===== src/rtl/fft_input_framer_if.sv =====
// Sample-capture and FFT-core handshake bundle for the FFT input framer.
// The master side feeds samples and returns fft_done; the slave side is the framer.
interface fft_input_framer_if #(
    parameter int WIDTH = 16
);
    logic                 in_valid;
    logic                 in_ready;
    logic [WIDTH-1:0]     in_real;
    logic [WIDTH-1:0]     in_imag;
    logic                 flush;
    logic                 fft_start;
    logic                 fft_done;
    logic [16*WIDTH-1:0]  x_par;
    logic                 busy;
    logic [15:0]          frame_count;
    logic                 timeout_err;

    modport master (
        output in_valid, in_real, in_imag, flush, fft_done,
        input  in_ready, fft_start, x_par, busy, frame_count, timeout_err
    );

    modport slave (
        input  in_valid, in_real, in_imag, flush, fft_done,
        output in_ready, fft_start, x_par, busy, frame_count, timeout_err
    );
endinterface


===== src/rtl/fft_input_framer.sv =====
// Ping-pong serial-to-parallel framer: collects 8 complex samples per bank and
// launches the 8-point FFT core, holding the frame stable until it reports done.
module fft_input_framer #(
    parameter int WIDTH        = 16,
    parameter int DONE_TIMEOUT = 15
) (
    input  logic              clk,
    input  logic              rst_n,
    fft_input_framer_if.slave bus
);
    typedef enum logic [1:0] {
        IDLE      = 2'd0,
        LAUNCH    = 2'd1,
        WAIT_DONE = 2'd2
    } state_t;

    localparam logic [7:0] TIMEOUT_LAST = 8'(DONE_TIMEOUT - 1);

    logic [WIDTH-1:0]    re_r [0:1][0:7];
    logic [WIDTH-1:0]    im_r [0:1][0:7];
    logic                wr_bank_r;
    logic                rd_bank_r;
    logic [2:0]          wr_idx_r;
    logic [1:0]          bank_full_r;
    state_t              state_r;
    state_t              state_nxt_s;
    logic [7:0]          cnt_r;
    logic                start_r;
    logic                busy_r;
    logic [15:0]         frame_count_r;
    logic                err_r;
    logic [16*WIDTH-1:0] x_par_r;

    logic                ready_s;
    logic                accept_s;
    logic                load_s;
    logic                timeout_s;
    logic [1:0]          set_mask_s;
    logic [1:0]          clr_mask_s;
    logic [16*WIDTH-1:0] frame_s;

    // Capture handshake and bank full/free bookkeeping masks
    always_comb begin
        ready_s    = ~bank_full_r[wr_bank_r];
        accept_s   = bus.in_valid & ready_s & ~bus.flush;
        set_mask_s = 2'b00;
        clr_mask_s = 2'b00;
        if (accept_s && (wr_idx_r == 3'd7)) begin
            set_mask_s = 2'b01 << wr_bank_r;
        end else begin
            set_mask_s = 2'b00;
        end
        if (load_s) begin
            clr_mask_s = 2'b01 << rd_bank_r;
        end else begin
            clr_mask_s = 2'b00;
        end
    end

    // Sample storage and write pointer
    always_ff @(posedge clk or negedge rst_n) begin
        if (!rst_n) begin
            wr_bank_r <= 1'b0;
            wr_idx_r  <= 3'd0;
            for (int b = 0; b < 2; b++) begin
                for (int i = 0; i < 8; i++) begin
                    re_r[b][i] <= '0;
                    im_r[b][i] <= '0;
                end
            end
        end else if (bus.flush) begin
            wr_bank_r <= 1'b0;
            wr_idx_r  <= 3'd0;
        end else if (accept_s) begin
            re_r[wr_bank_r][wr_idx_r] <= bus.in_real;
            im_r[wr_bank_r][wr_idx_r] <= bus.in_imag;
            wr_idx_r                  <= wr_idx_r + 3'd1;
            if (wr_idx_r == 3'd7) begin
                wr_bank_r <= ~wr_bank_r;
            end
        end
    end

    // Bank occupancy and read pointer; set and clear never hit the same bank
    always_ff @(posedge clk or negedge rst_n) begin
        if (!rst_n) begin
            bank_full_r <= 2'b00;
            rd_bank_r   <= 1'b0;
        end else if (bus.flush) begin
            bank_full_r <= 2'b00;
            rd_bank_r   <= 1'b0;
        end else begin
            bank_full_r <= (bank_full_r | set_mask_s) & ~clr_mask_s;
            if (load_s) begin
                rd_bank_r <= ~rd_bank_r;
            end
        end
    end

    // Read-bank view laid out as the core's parallel frame
    always_comb begin
        frame_s = '0;
        for (int k = 0; k < 8; k++) begin
            frame_s[2*k*WIDTH +: WIDTH]     = re_r[rd_bank_r][k];
            frame_s[(2*k+1)*WIDTH +: WIDTH] = im_r[rd_bank_r][k];
        end
    end

    // Launch FSM next-state logic
    always_comb begin
        state_nxt_s = state_r;
        load_s      = 1'b0;
        timeout_s   = 1'b0;
        case (state_r)
            IDLE: begin
                if (bank_full_r[rd_bank_r]) begin
                    state_nxt_s = LAUNCH;
                    load_s      = 1'b1;
                end else begin
                    state_nxt_s = IDLE;
                end
            end
            LAUNCH: begin
                state_nxt_s = WAIT_DONE;
            end
            WAIT_DONE: begin
                if (bus.fft_done) begin
                    state_nxt_s = IDLE;
                end else if (cnt_r == TIMEOUT_LAST) begin
                    state_nxt_s = IDLE;
                    timeout_s   = 1'b1;
                end else begin
                    state_nxt_s = WAIT_DONE;
                end
            end
            default: begin
                state_nxt_s = IDLE;
            end
        endcase
    end

    // FSM state, wait counter and registered core-facing outputs
    always_ff @(posedge clk or negedge rst_n) begin
        if (!rst_n) begin
            state_r       <= IDLE;
            cnt_r         <= 8'd0;
            start_r       <= 1'b0;
            busy_r        <= 1'b0;
            frame_count_r <= 16'd0;
            err_r         <= 1'b0;
            x_par_r       <= '0;
        end else begin
            state_r <= state_nxt_s;
            start_r <= (state_nxt_s == LAUNCH);
            busy_r  <= (state_nxt_s != IDLE);
            cnt_r   <= (state_r == WAIT_DONE) ? (cnt_r + 8'd1) : 8'd0;
            if (state_r == LAUNCH) begin
                frame_count_r <= frame_count_r + 16'd1;
            end
            if (timeout_s) begin
                err_r <= 1'b1;
            end
            if (load_s) begin
                x_par_r <= frame_s;
            end
        end
    end

    assign bus.in_ready    = ready_s;
    assign bus.fft_start   = start_r;
    assign bus.busy        = busy_r;
    assign bus.frame_count = frame_count_r;
    assign bus.timeout_err = err_r;
    assign bus.x_par       = x_par_r;
endmodule


===== src/flat_wrapper.sv =====
// flat-port wrapper written by rule: the top's interface ports become plain ports
module fft_input_framer_flat 
#(
    parameter int WIDTH        = 16,
    parameter int DONE_TIMEOUT = 15
)
  (clk, rst_n, bus_in_valid, bus_in_real, bus_in_imag, bus_flush, bus_fft_done, bus_in_ready, bus_fft_start, bus_x_par, bus_busy, bus_frame_count, bus_timeout_err);
  fft_input_framer_if #(.WIDTH(WIDTH)) bus_i ();
  input  logic clk;
  input  logic rst_n;
  input wire logic [$bits(bus_i.in_valid)-1:0] bus_in_valid;
  input wire logic [$bits(bus_i.in_real)-1:0] bus_in_real;
  input wire logic [$bits(bus_i.in_imag)-1:0] bus_in_imag;
  input wire logic [$bits(bus_i.flush)-1:0] bus_flush;
  input wire logic [$bits(bus_i.fft_done)-1:0] bus_fft_done;
  output wire logic [$bits(bus_i.in_ready)-1:0] bus_in_ready;
  output wire logic [$bits(bus_i.fft_start)-1:0] bus_fft_start;
  output wire logic [$bits(bus_i.x_par)-1:0] bus_x_par;
  output wire logic [$bits(bus_i.busy)-1:0] bus_busy;
  output wire logic [$bits(bus_i.frame_count)-1:0] bus_frame_count;
  output wire logic [$bits(bus_i.timeout_err)-1:0] bus_timeout_err;
  assign bus_i.in_valid = bus_in_valid;
  assign bus_i.in_real = bus_in_real;
  assign bus_i.in_imag = bus_in_imag;
  assign bus_i.flush = bus_flush;
  assign bus_i.fft_done = bus_fft_done;
  assign bus_in_ready = bus_i.in_ready;
  assign bus_fft_start = bus_i.fft_start;
  assign bus_x_par = bus_i.x_par;
  assign bus_busy = bus_i.busy;
  assign bus_frame_count = bus_i.frame_count;
  assign bus_timeout_err = bus_i.timeout_err;
  fft_input_framer #(.WIDTH(WIDTH), .DONE_TIMEOUT(DONE_TIMEOUT)) u_core (.clk(clk), .rst_n(rst_n), .bus(bus_i));
endmodule

===== config.mk =====
export PLATFORM = sky130hd
export DESIGN_NAME = fft_input_framer_flat
export DESIGN_NICKNAME = d
export VERILOG_FILES = /design/src/rtl/fft_input_framer_if.sv /design/src/rtl/fft_input_framer.sv /design/src/flat_wrapper.sv
export SDC_FILE = /design/constraint.sdc
export NUM_CORES = 1
export LEC_CHECK = 0
export ABC_AREA = 0
export CORE_ASPECT_RATIO = 1.1
export CORE_MARGIN = 2
export CORE_UTILIZATION = 30
export DETAILED_ROUTE_END_ITERATION = 7
export PLACE_DENSITY_LB_ADDON = 0.08
export SLEW_MARGIN = 0
export SYNTH_ARGS = -nofsm -noshare
export SYNTH_HDL_FRONTEND = slang
export SYNTH_SLANG_ARGS = --single-unit

===== constraint.sdc =====
create_clock -name clk -period 2.72 [get_ports clk]
set_input_delay 0.408 -clock clk [delete_from_list [all_inputs] [get_ports clk]]
set_output_delay 0.408 -clock clk [all_outputs]
set_load 0.01 [all_outputs]

Word-level counts from Yosys, hierarchy flattened. Cells that the tools add are included.

Add/subtract/negate cells: 3. Multipliers: 0. Bitwise gates (word level): 12. Reduce and logical (&&, ||, !) cells: 10. Divide/modulo/power cells: 0. Mux-type cells: 36. Order comparisons: 7. Shift operators: 2. Equal/unequal tests: 5.

Operators with widths (number): two-way mux 128 bit (7); bitwise mux 256 bit (2); demux 128 bit (select 1 bit) (1); demux 16 bit (select 3 bit) (1); adder 16 x 1 -> 16 bit, second input constant (1); two-way mux 16 bit (1); two-way mux 1 bit (15); two-way mux 2 bit (5); adder 8 x 1 -> 8 bit, second input constant (1); == test 8 x 4 -> 1 bit, second input constant (1); two-way mux 8 bit (1); nonzero test 2 bit (4); two-way mux 3 bit (2); case mux 2 bit (3 select lines) (1); == test 2 x 1 -> 1 bit, second input constant (2); >= comparator 2 bit, second input constant (2); >= comparator 4 bit, second input constant (1); less-than comparator 1 x 2 -> 1 bit, second input constant (2); less-than comparator 4 x 1 -> 1 bit, second input constant (1); NOT 1 bit (4); NOT 1 -> 2 bit (2); NOT 3 -> 4 bit (1); AND reduction 2 bit (2); left shift 1 x 1 -> 2 bit, first input constant (2); other kinds (10) (13).

Memory bits (read-only): 0. RAM bits: 0. Latch bits: 0. Output and inout port bits: 276. Register bits: 804. Memories kept: 0.

Logic depth before layout (Yosys ltp). Gate-level depths: netlist of run 1.

Depth after elaboration: 10. Mapped depth: 8. Depth with buffers taken out: 5.

Least setup slack after synthesis of run 1. OpenSTA, ideal clock, no wires.

Path kind: in2reg. Start point: input port bus_flush. End point: register u_core.re_r[112] (netlist name). Arrival time: 1.894 ns. Path slack: 0.701 ns. Stages: 5. Data required time: 2.595 ns. Library setup time: 0.125 ns. Path through: buf_2 -> or4_4 -> nor3_4 -> buf_6 -> mux2_2.

Word-level cells in the longest chain between the ends: 3.

Ends and longest elaborated chain: from (decl) (RTL line flat_wrapper.sv:14) `input wire logic [$bits(bus_i.flush)-1:0] bus_flush;`; NOT 1 bit (no line) *; AND 1 bit (RTL line fft_input_framer.sv:45) `accept_s = bus.in_valid & ready_s & ~bus.flush;`; AND reduction 2 bit (no line) *; to (signal, indexed assignment) (RTL line fft_input_framer.sv:75) `re_r[wr_bank_r][wr_idx_r] <= bus.in_real;`; to (decl) (RTL line fft_input_framer.sv:19) `logic [WIDTH-1:0] re_r [0:1][0:7];`.

Every way passes the cells marked *; elsewhere a longest branch is shown, timed or not. A chain may end at the register's enable or synchronous reset.

Worst setup path in the final report of run 1.
Start point: register u_core.wr_bank_r. End point: output port bus_in_ready.

Word-level cells in the longest chain between the ends: 3.

Ends and longest elaborated chain: from (decl) (RTL line fft_input_framer.sv:21) `logic wr_bank_r;`; from (signal assigned) (RTL line fft_input_framer.sv:79) `wr_bank_r <= ~wr_bank_r;`; two-way mux 1 bit (implied by the code) (2 in series) (RTL line fft_input_framer.sv:44) `ready_s = ~bank_full_r[wr_bank_r];`; NOT 1 bit (RTL line fft_input_framer.sv:44); to (decl) (RTL line flat_wrapper.sv:16) `output wire logic [$bits(bus_i.in_ready)-1:0] bus_in_ready;`.

Every way passes these cells. The select of a mux whose other input is x is not followed.

==> results of run 1 <==
[worst max path at each step]
stage | cells past startpoint | slack [ns] | to
2_1_floorplan | 5 | 0.70 | u_core.re_r[112]
3_3_place_gp | 6 | 0.15 | u_core.re_r[250]
3_5_place_dp | 6 | 0.13 | u_core.im_r[253]
4_1_cts | 2 | 0.06 | bus_in_ready
5_1_grt | 2 | 0.36 | bus_in_ready
6_report | 2 | 0.54 | bus_in_ready
[layout make-up]
type	instances	area, µm²	share of cell area (%)
tap	1408	1762	4.331
inverter	1	3.754	0.009228
clock inverter	28	330.3	0.8120
antenna	4	10.01	0.02461
multi-input combinational	1405	11470	28.19
sequential	804	20120	49.47
clock buffer	134	2711	6.665
timing repair buffer	407	4272	10.50
[worst max-delay path, cell delays in order, from the launching register on]
cell and delay, ns:
sky130_fd_sc_hd__dfrtp_1 0.45, sky130_fd_sc_hd__mux2i_1 0.35, sky130_fd_sc_hd__dlymetal6s2s_1 0.33
[state kept, by name, indices dropped and copies added, names as in the netlist]
signal,count
u_core.bus.x_par,256
u_core.im_r,256
u_core.re_r,256
u_core.bus.frame_count,16
u_core.cnt_r,8
u_core.wr_idx_r,3
u_core.bank_full_r,2
u_core.state_r,2
u_core.bus.busy,1
u_core.bus.fft_start,1
u_core.bus.timeout_err,1
u_core.rd_bank_r,1
u_core.wr_bank_r,1
[metal layers]
layer	GRT usage, %	routed length (µm)
met5	0	9
met4	4.178	1549
met3	2.852	4711
met2	27.54	44510
met1	22.80	41290
[layout by cell type (no fill, tap or decap), drive strengths merged, types with 7 or more instances in the layout]
cell type      synthesis  layout
a21oi                260     260
buf                   79      95
nand4                  7       7
xor2                   8       8
mux2i                258     258
bufinv                 0       7
nand3                  8       8
nand2                 20      20
mux2                 513     513
xnor2                 14      14
clkbuf                92     134
clkdlybuf4s50          0     310
clkinv                 0      16
nor3                   7       7
dfrtp                804     804
nor2                 275     275
[logic make-up (layout without fill, tap and decap cells)]
family	after synthesis	count (layout)	synth area share, %
simple gates	342	342	4.464
compound gates	265	265	4.138
other cells	0	4	0
buf+inv	172	570	2.410
xor+xnor	22	22	0.5968
flops	804	804	62.31
fa+ha+maj	5	5	0.1937
mux	771	771	25.89
[power breakdown]
part | switching (mW) | total, mW | leakage, nW | internal [mW]
sequential | 0.637 | 13.6 | 10.8 | 13.0
clock | 4.91 | 12.4 | 1.50 | 7.53
combinational | 1.51 | 3.13 | 5.94 | 1.61
[metrics by stage]
step	worst slack [ns]	instances	utilization, %	total power [mW]
after floorplan	0.7010	2381	-	15.06
after global placement	0.1479	4024	35.14	16.96
after detailed placement	0.1294	4024	35.14	17.04
after CTS	0.06168	4187	37.99	29.74
after global routing	0.3550	4187	37.99	30.60
final	0.5400	4191	38.00	29.17
[what timing repair did]
item,4_1_cts,5_1_grt
resized for setup,0,1
endpoints found under the hold margin,36,0
setup endpoints to repair,0,1
hold buffers,1,0
==> load_flow_metrics.sql, run 1 <==
INSERT INTO impl_metrics (metric_group, metric, value, unit) VALUES
('timing', 'clock_skew', '0.02535', 'ns'),
('grt', 'grt_max_degree', '103', ''),
('yosys', 'postSynth.topFlopCell', 'sky130_fd_sc_hd__dfrtp_1', ''),
('drt', 'avgViaCountPerCell', '4.709', ''),
('clock_network', 'number_of_buffers_added_by_the_clock_tree_synthesis_step', '90', ''),
('placement', 'dp_hpwl', '59.54', 'mm'),
('floorplanning', 'start_util', '30.16', '%'),
('grt', 'first_global_vias', '20830', ''),
('final_layout', 'final_design_area_no_fill', '0.04068', 'mm²'),
('setup_path', 'timing_worst_setup_path_type', 'flop to primary output', ''),
('floorplanning', 'die_height', '348.1', 'µm'),
('clock_network', 'clk_pin_slew_worst_paths', '0.06', 'ns'),
('drt', 'remaining_drcs', '0', ''),
('placement', 'placedInstanceArea', '0.03761', 'mm²'),
('floorplanning', 'core_region_area', '0.1070', 'mm²'),
('drt', 'routed_wl', '92.07', 'mm'),
('drt', 'drt_first_pass_iters', '5', ''),
('floorplanning', 'pin_count', '313', ''),
('drt', 'ant_nets', '0', ''),
('timing', 'unrepaired_setup_endpoints_after_global_routing', 'no', ''),
('placement', 'finalWeightedCongestion', '0.7437', ''),
('job', 'drv_cap', '0', ''),
('final_layout', 'finish.net_count', '2751', ''),
('yosys', 'synth_most_common_cell', 'sky130_fd_sc_hd__dfrtp_1', ''),
('clock_network', 'clock_tree_from_tritoncts', 'built', ''),
('clock_network', 'worst_skew_pair_latency', '0.64', 'ns'),
('timing', 'final.period_utilization', '80.15', '%'),
('setup_path', 'cp_data_arrival_time', '1.77', 'ns'),
('setup_path', 'critical_path.reg2reg.endpoint', 'u_core.im_r[245]', ''),
('yosys', 'postSynthRegisterBits', '804', ''),
('yosys', 'postSynthCellCount', '2381', ''),
('pwr', 'leakage', '18.23', 'nW'),
('placement', 'io_buffers', '312', ''),
('grt', 'antenna_found_initial', '16', ''),
('setup_path', 'timing.critical_path.from', 'u_core.wr_bank_r', ''),
('setup_path', 'worst_r2r_path_depth', '5', ''),
('drt', 'route.detailed.wl_per_inst', '21.97', 'µm'),
('yosys', 'ys_async_sr_fraction', '100.0', '%'),
('yosys', 'syn-num-nets', '2423', ''),
('clock_network', 'cts_htree_levels', '3', ''),
('grt', 'global_route.overflow_total', '0', ''),
('floorplanning', 'row_count', '126', ''),
('setup_path', 'critPathCaptureType', 'primary output', ''),
('final_layout', 'fill_cells', '10160', ''),
('clock_network', 'clk_root_buffer_cell', 'sky130_fd_sc_hd__clkbuf_16', ''),
('final_layout', 'drive_gt1_share', '27.49', '%'),
('drt', 'routed-via-count', '19740', ''),
('yosys', 'synth_commonest_cells', '804 x sky130_fd_sc_hd__dfrtp_1, 503 x sky130_fd_sc_hd__mux2_2, 272 x sky130_fd_sc_hd__nor2_1', ''),
('drt', 'initialDrtViolationCount', '856', ''),
('yosys', 'ys.warnings.count', '0', ''),
('timing', 'final_report_setup_violation_count', '0', ''),
('floorplanning', 'die-area', '0.1103', 'mm²'),
('grt', 'track_usage', '16.73', '%'),
('setup_path', 'critical_path.reg2reg.startpoint', 'u_core.bank_full_r[0]', ''),
('yosys', 'synth_enable_flop_cells', '0', ''),
('setup_path', 'timing.critical_path.required', '2.31', 'ns'),
('timing', 'timing.fmax', '458.7', 'MHz'),
('yosys', 'yosysSeqAreaShare', '62.31', '%'),
('timing', 'slew_headroom', '38.77', '%'),
('hold_path', 'hold_path.class', 'input pin to async pin', ''),
('yosys', 'mappedNetlistArea', '0.03229', 'mm²'),
('yosys', 'synth_top_area_cell', 'sky130_fd_sc_hd__dfrtp_1', ''),
('timing', 'fin_worst_hold_slack', '0.3131', 'ns'),
('grt', 'grt_first_pass_wirelength', '137.1', 'mm'),
('timing', 'final_period_minus_worst_setup_slack', '2.180', 'ns'),
('run_status', 'status', 'completed', ''),
('yosys', 'post_synth.cell_area_avg', '13.56', 'µm²'),
('timing', 'tns', '0', 'ns'),
('final_layout', 'layout-area-overhead-vs-synth', '25.98', '%'),
('yosys', 'post_synth_num_cell_types', '37', ''),
('setup_path', 'critPathMaxFanout', '6', '');
No activity file was read; power rests on OpenSTA's default activity.
==> run 2: changes to the inputs <==
==> constraint.sdc (replaced) <==
create_clock -name clk -period 2.3 [get_ports clk]
set_input_delay 0.345 -clock clk [delete_from_list [all_inputs] [get_ports clk]]
set_output_delay 0.345 -clock clk [all_outputs]
set_load 0.01 [all_outputs]
==> run 2 against run 1 <==
Compared with the run above:
- worst setup slack lost 0.40 ns
- critical path type unchanged
- die area is the same
- clock-buffer cell count grew 1
- power grew 16%
- largest power group unchanged
- critical endpoint unchanged
==> load_flow_metrics.sql, run 2 (synthesis gave the netlist of run 1 again) <==
INSERT INTO impl_metrics (metric_group, metric, value, unit) VALUES
('setup_path', 'cp_num_buf_inv', '1', ''),
('floorplanning', 'core_region_area', '0.1070', 'mm²'),
('grt', 'global_route.overflow_total', '0', ''),
('clock_network', 'number_of_buffers_added_by_the_clock_tree_synthesis_step', '90', ''),
('clock_network', 'cts_setup_buffers', '0', ''),
('timing', 'final-hold-violation-count', '0', ''),
('setup_path', 'critPathCaptureType', 'primary output', ''),
('hold_path', 'hold_path.class', 'input pin to async pin', ''),
('timing', 'unrepaired_setup_endpoints_after_global_routing', 'no', ''),
('setup_path', 'critPathMaxFanout', '6', ''),
('setup_path', 'slowest_stage', 'sky130_fd_sc_hd__dfrtp_1', ''),
('run_status', 'status', 'completed', ''),
('final_layout', 'final_design_area_no_fill', '0.04089', 'mm²'),
('final_layout', 'non_filler_instance_count_after_layout', '4216', ''),
('timing', 'fin_ws', '0.1366', 'ns'),
('final_layout', 'drive_gt1_share', '28.14', '%'),
('clock_network', 'cts_htree_levels', '3', ''),
('floorplanning', 'die_height', '348.1', 'µm'),
('drt', 'avgViaCountPerCell', '4.699', ''),
('final_layout', 'fill_cells', '10230', ''),
('placement', 'dp_hpwl', '61.45', 'mm'),
('timing', 'final_report_setup_violation_count', '0', ''),
('floorplanning', 'start_util', '30.16', '%'),
('clock_network', 'worst_skew_pair_latency', '0.65', 'ns'),
('grt', 'grt_max_degree', '107', ''),
('timing', 'worstMarginPinSlew', '0.8682', 'ns'),
('placement', 'dpl_cells', '4055', ''),
('clock_network', 'tritoncts_num_sinks', '804', ''),
('floorplanning', 'die-area', '0.1103', 'mm²'),
('placement', 'io_buffers', '312', ''),
('placement', 'finalWeightedCongestion', '0.7333', ''),
('timing', 'slew_headroom', '42.12', '%'),
('drt', 'routed-via-count', '19810', ''),
('placement', 'preCtsSetupSlack', '-0.1399', 'ns'),
('final_layout', 'finish.net_count', '2782', ''),
('clock_network', 'max-clock-path-buffers', '3', ''),
('setup_path', 'worst_r2r_path_depth', '5', ''),
('grt', 'first_global_vias', '20930', ''),
('pwr', 'leakage', '18.35', 'nW'),
('timing', 'final.period_utilization', '94.06', '%'),
('final_layout', 'most-common-layout-cells', '803 x sky130_fd_sc_hd__dfrtp_1, 503 x sky130_fd_sc_hd__mux2_2, 310 x sky130_fd_sc_hd__clkdlybuf4s50_1', ''),
('floorplanning', 'pin_count', '313', ''),
('setup_path', 'cp_top_family', 'flip-flops', ''),
('drt', 'initialDrtViolationCount', '1179', ''),
('placement', 'placedInstanceArea', '0.03797', 'mm²'),
('clock_network', 'clk_pin_slew_worst_paths', '0.06', 'ns'),
('setup_path', 'timing.critical_path.required', '1.96', 'ns'),
('pwr', 'p_per_area', '830.3', 'mW/mm²'),
('setup_path', 'crit_chain', 'mux2i_2 > clkdlybuf4s15_2', ''),
('drt', 'remaining_drcs', '0', ''),
('timing', 'timing.fmax', '462.2', 'MHz'),
('setup_path', 'startpoint_type', 'flop', ''),
('drt', 'ant_nets', '0', ''),
('setup_path', 'delay_of_the_slowest_cell_on_the_worst_path', '0.47', 'ns'),
('timing', 'final_period_minus_worst_setup_slack', '2.163', 'ns'),
('pwr', 'total_power', '33.95', 'mW'),
('drt', 'route.detailed.wl_per_inst', '22.09', 'µm'),
('grt', 'grt_first_pass_wirelength', '138.5', 'mm'),
('floorplanning', 'row_count', '126', ''),
('clock_network', 'clock_tree_from_tritoncts', 'built', ''),
('clock_network', 'clk_root_buffer_cell', 'sky130_fd_sc_hd__clkbuf_16', ''),
('timing', 'final-max-slew-violation-count', '0', ''),
('setup_path', 'reg2reg_slack', '0.26', 'ns'),
('timing', 'fin_worst_hold_slack', '0.2041', 'ns'),
('floorplanning', 'die_x', '316.8', 'µm'),
('pwr', 'ir_drop', '0.0005347', 'V'),
('setup_path', 'critical_path.reg2reg.endpoint', 'u_core.im_r[104]', ''),
('final_layout', 'layout-area-overhead-vs-synth', '26.62', '%'),
('grt', 'antenna_found_initial', '14', ''),
('setup_path', 'timing_worst_setup_path_type', 'flop to primary output', ''),
('drt', 'routed_wl', '93.14', 'mm'),
('setup_path', 'cp_data_arrival_time', '1.82', 'ns'),
('setup_path', 'critical_path.reg2reg.startpoint', 'u_core.wr_bank_r', ''),
('timing', 'clock_skew', '0.02552', 'ns'),
('final_layout', 'final_common_cell', 'sky130_fd_sc_hd__dfrtp_1', ''),
('job', 'drv_cap', '0', ''),
('drt', 'drt_first_pass_iters', '5', ''),
('grt', 'track_usage', '16.94', '%');
## run 2: repair_timing
| item | 4_1_cts | 5_1_grt |
|---|---|---|
| resized for setup | 3 | 1 |
| setup endpoints to repair | 1 | 1 |
| hold buffers | 1 | 0 |
| hold endpoints to repair | 232 | 0 |
| gates cloned | 0 | 0 |
## run 2: final cells by class
type / instances / area [µm²] / share of cell area [%]
sequential: 804 / 20120 / 49.22
multi-input combinational: 1405 / 11470 / 28.05
timing repair buffer: 438 / 4628 / 11.32
clock buffer: 135 / 2685 / 6.567
tap: 1408 / 1762 / 4.309
clock inverter: 24 / 211.5 / 0.5172
inverter: 1 / 3.754 / 0.009181
antenna: 1 / 2.502 / 0.006121
## run 2: layer usage
metal  track usage [%]  wire length, µm  vias to the layer above
met1             22.75            41820                    10300
met5                 0               26                        -
met4             4.197             1567                        4
met2             28.07            45100                      396
li1                  -                -                     9014
met3             3.179             4625                       98
## run 2: worst max-delay path by stage
stage          slack, ns             startpoint  cells past startpoint          endpoint
6_report            0.14       u_core.wr_bank_r                      2      bus_in_ready
5_1_grt             0.04       u_core.wr_bank_r                      2      bus_in_ready
4_1_cts             0.04  u_core.bank_full_r[1]                      3      bus_in_ready
3_5_place_dp       -0.14              bus_flush                      5  u_core.im_r[108]
3_3_place_gp        -0.1              bus_flush                      5  u_core.im_r[110]
2_1_floorplan       0.34              bus_flush                      5  u_core.re_r[112]
## run 2: power breakdown
| part | internal [mW] | leakage (nW) | total [mW] | switching (mW) |
|---|---|---|---|---|
| Sequential | 15.3 | 10.8 | 16.1 | 0.725 |
| Clock | 8.36 | 1.43 | 14.1 | 5.77 |
| Combinational | 1.93 | 6.13 | 3.75 | 1.82 |
## run 2: stage by stage
stage | utilization, % | setup TNS [ns]
2_1_floorplan | - | 0
3_3_place_gp | 35.47 | -15.90
3_5_place_dp | 35.47 | -23.65
4_1_cts | 38.19 | 0
5_1_grt | 38.19 | 0
6_report | 38.19 | 0
==> run 3: changes to the inputs <==
--- a/config.mk
+++ b/config.mk
@@ -6,6 +6,7 @@
 export NUM_CORES = 1
 export LEC_CHECK = 0
 export ABC_AREA = 0
+export CAP_MARGIN = 30
 export CORE_ASPECT_RATIO = 1.1
 export CORE_MARGIN = 2
 export CORE_UTILIZATION = 30
==> results of run 3 <==
The final DEF is identical to that of run 2; final timing and power are the same.
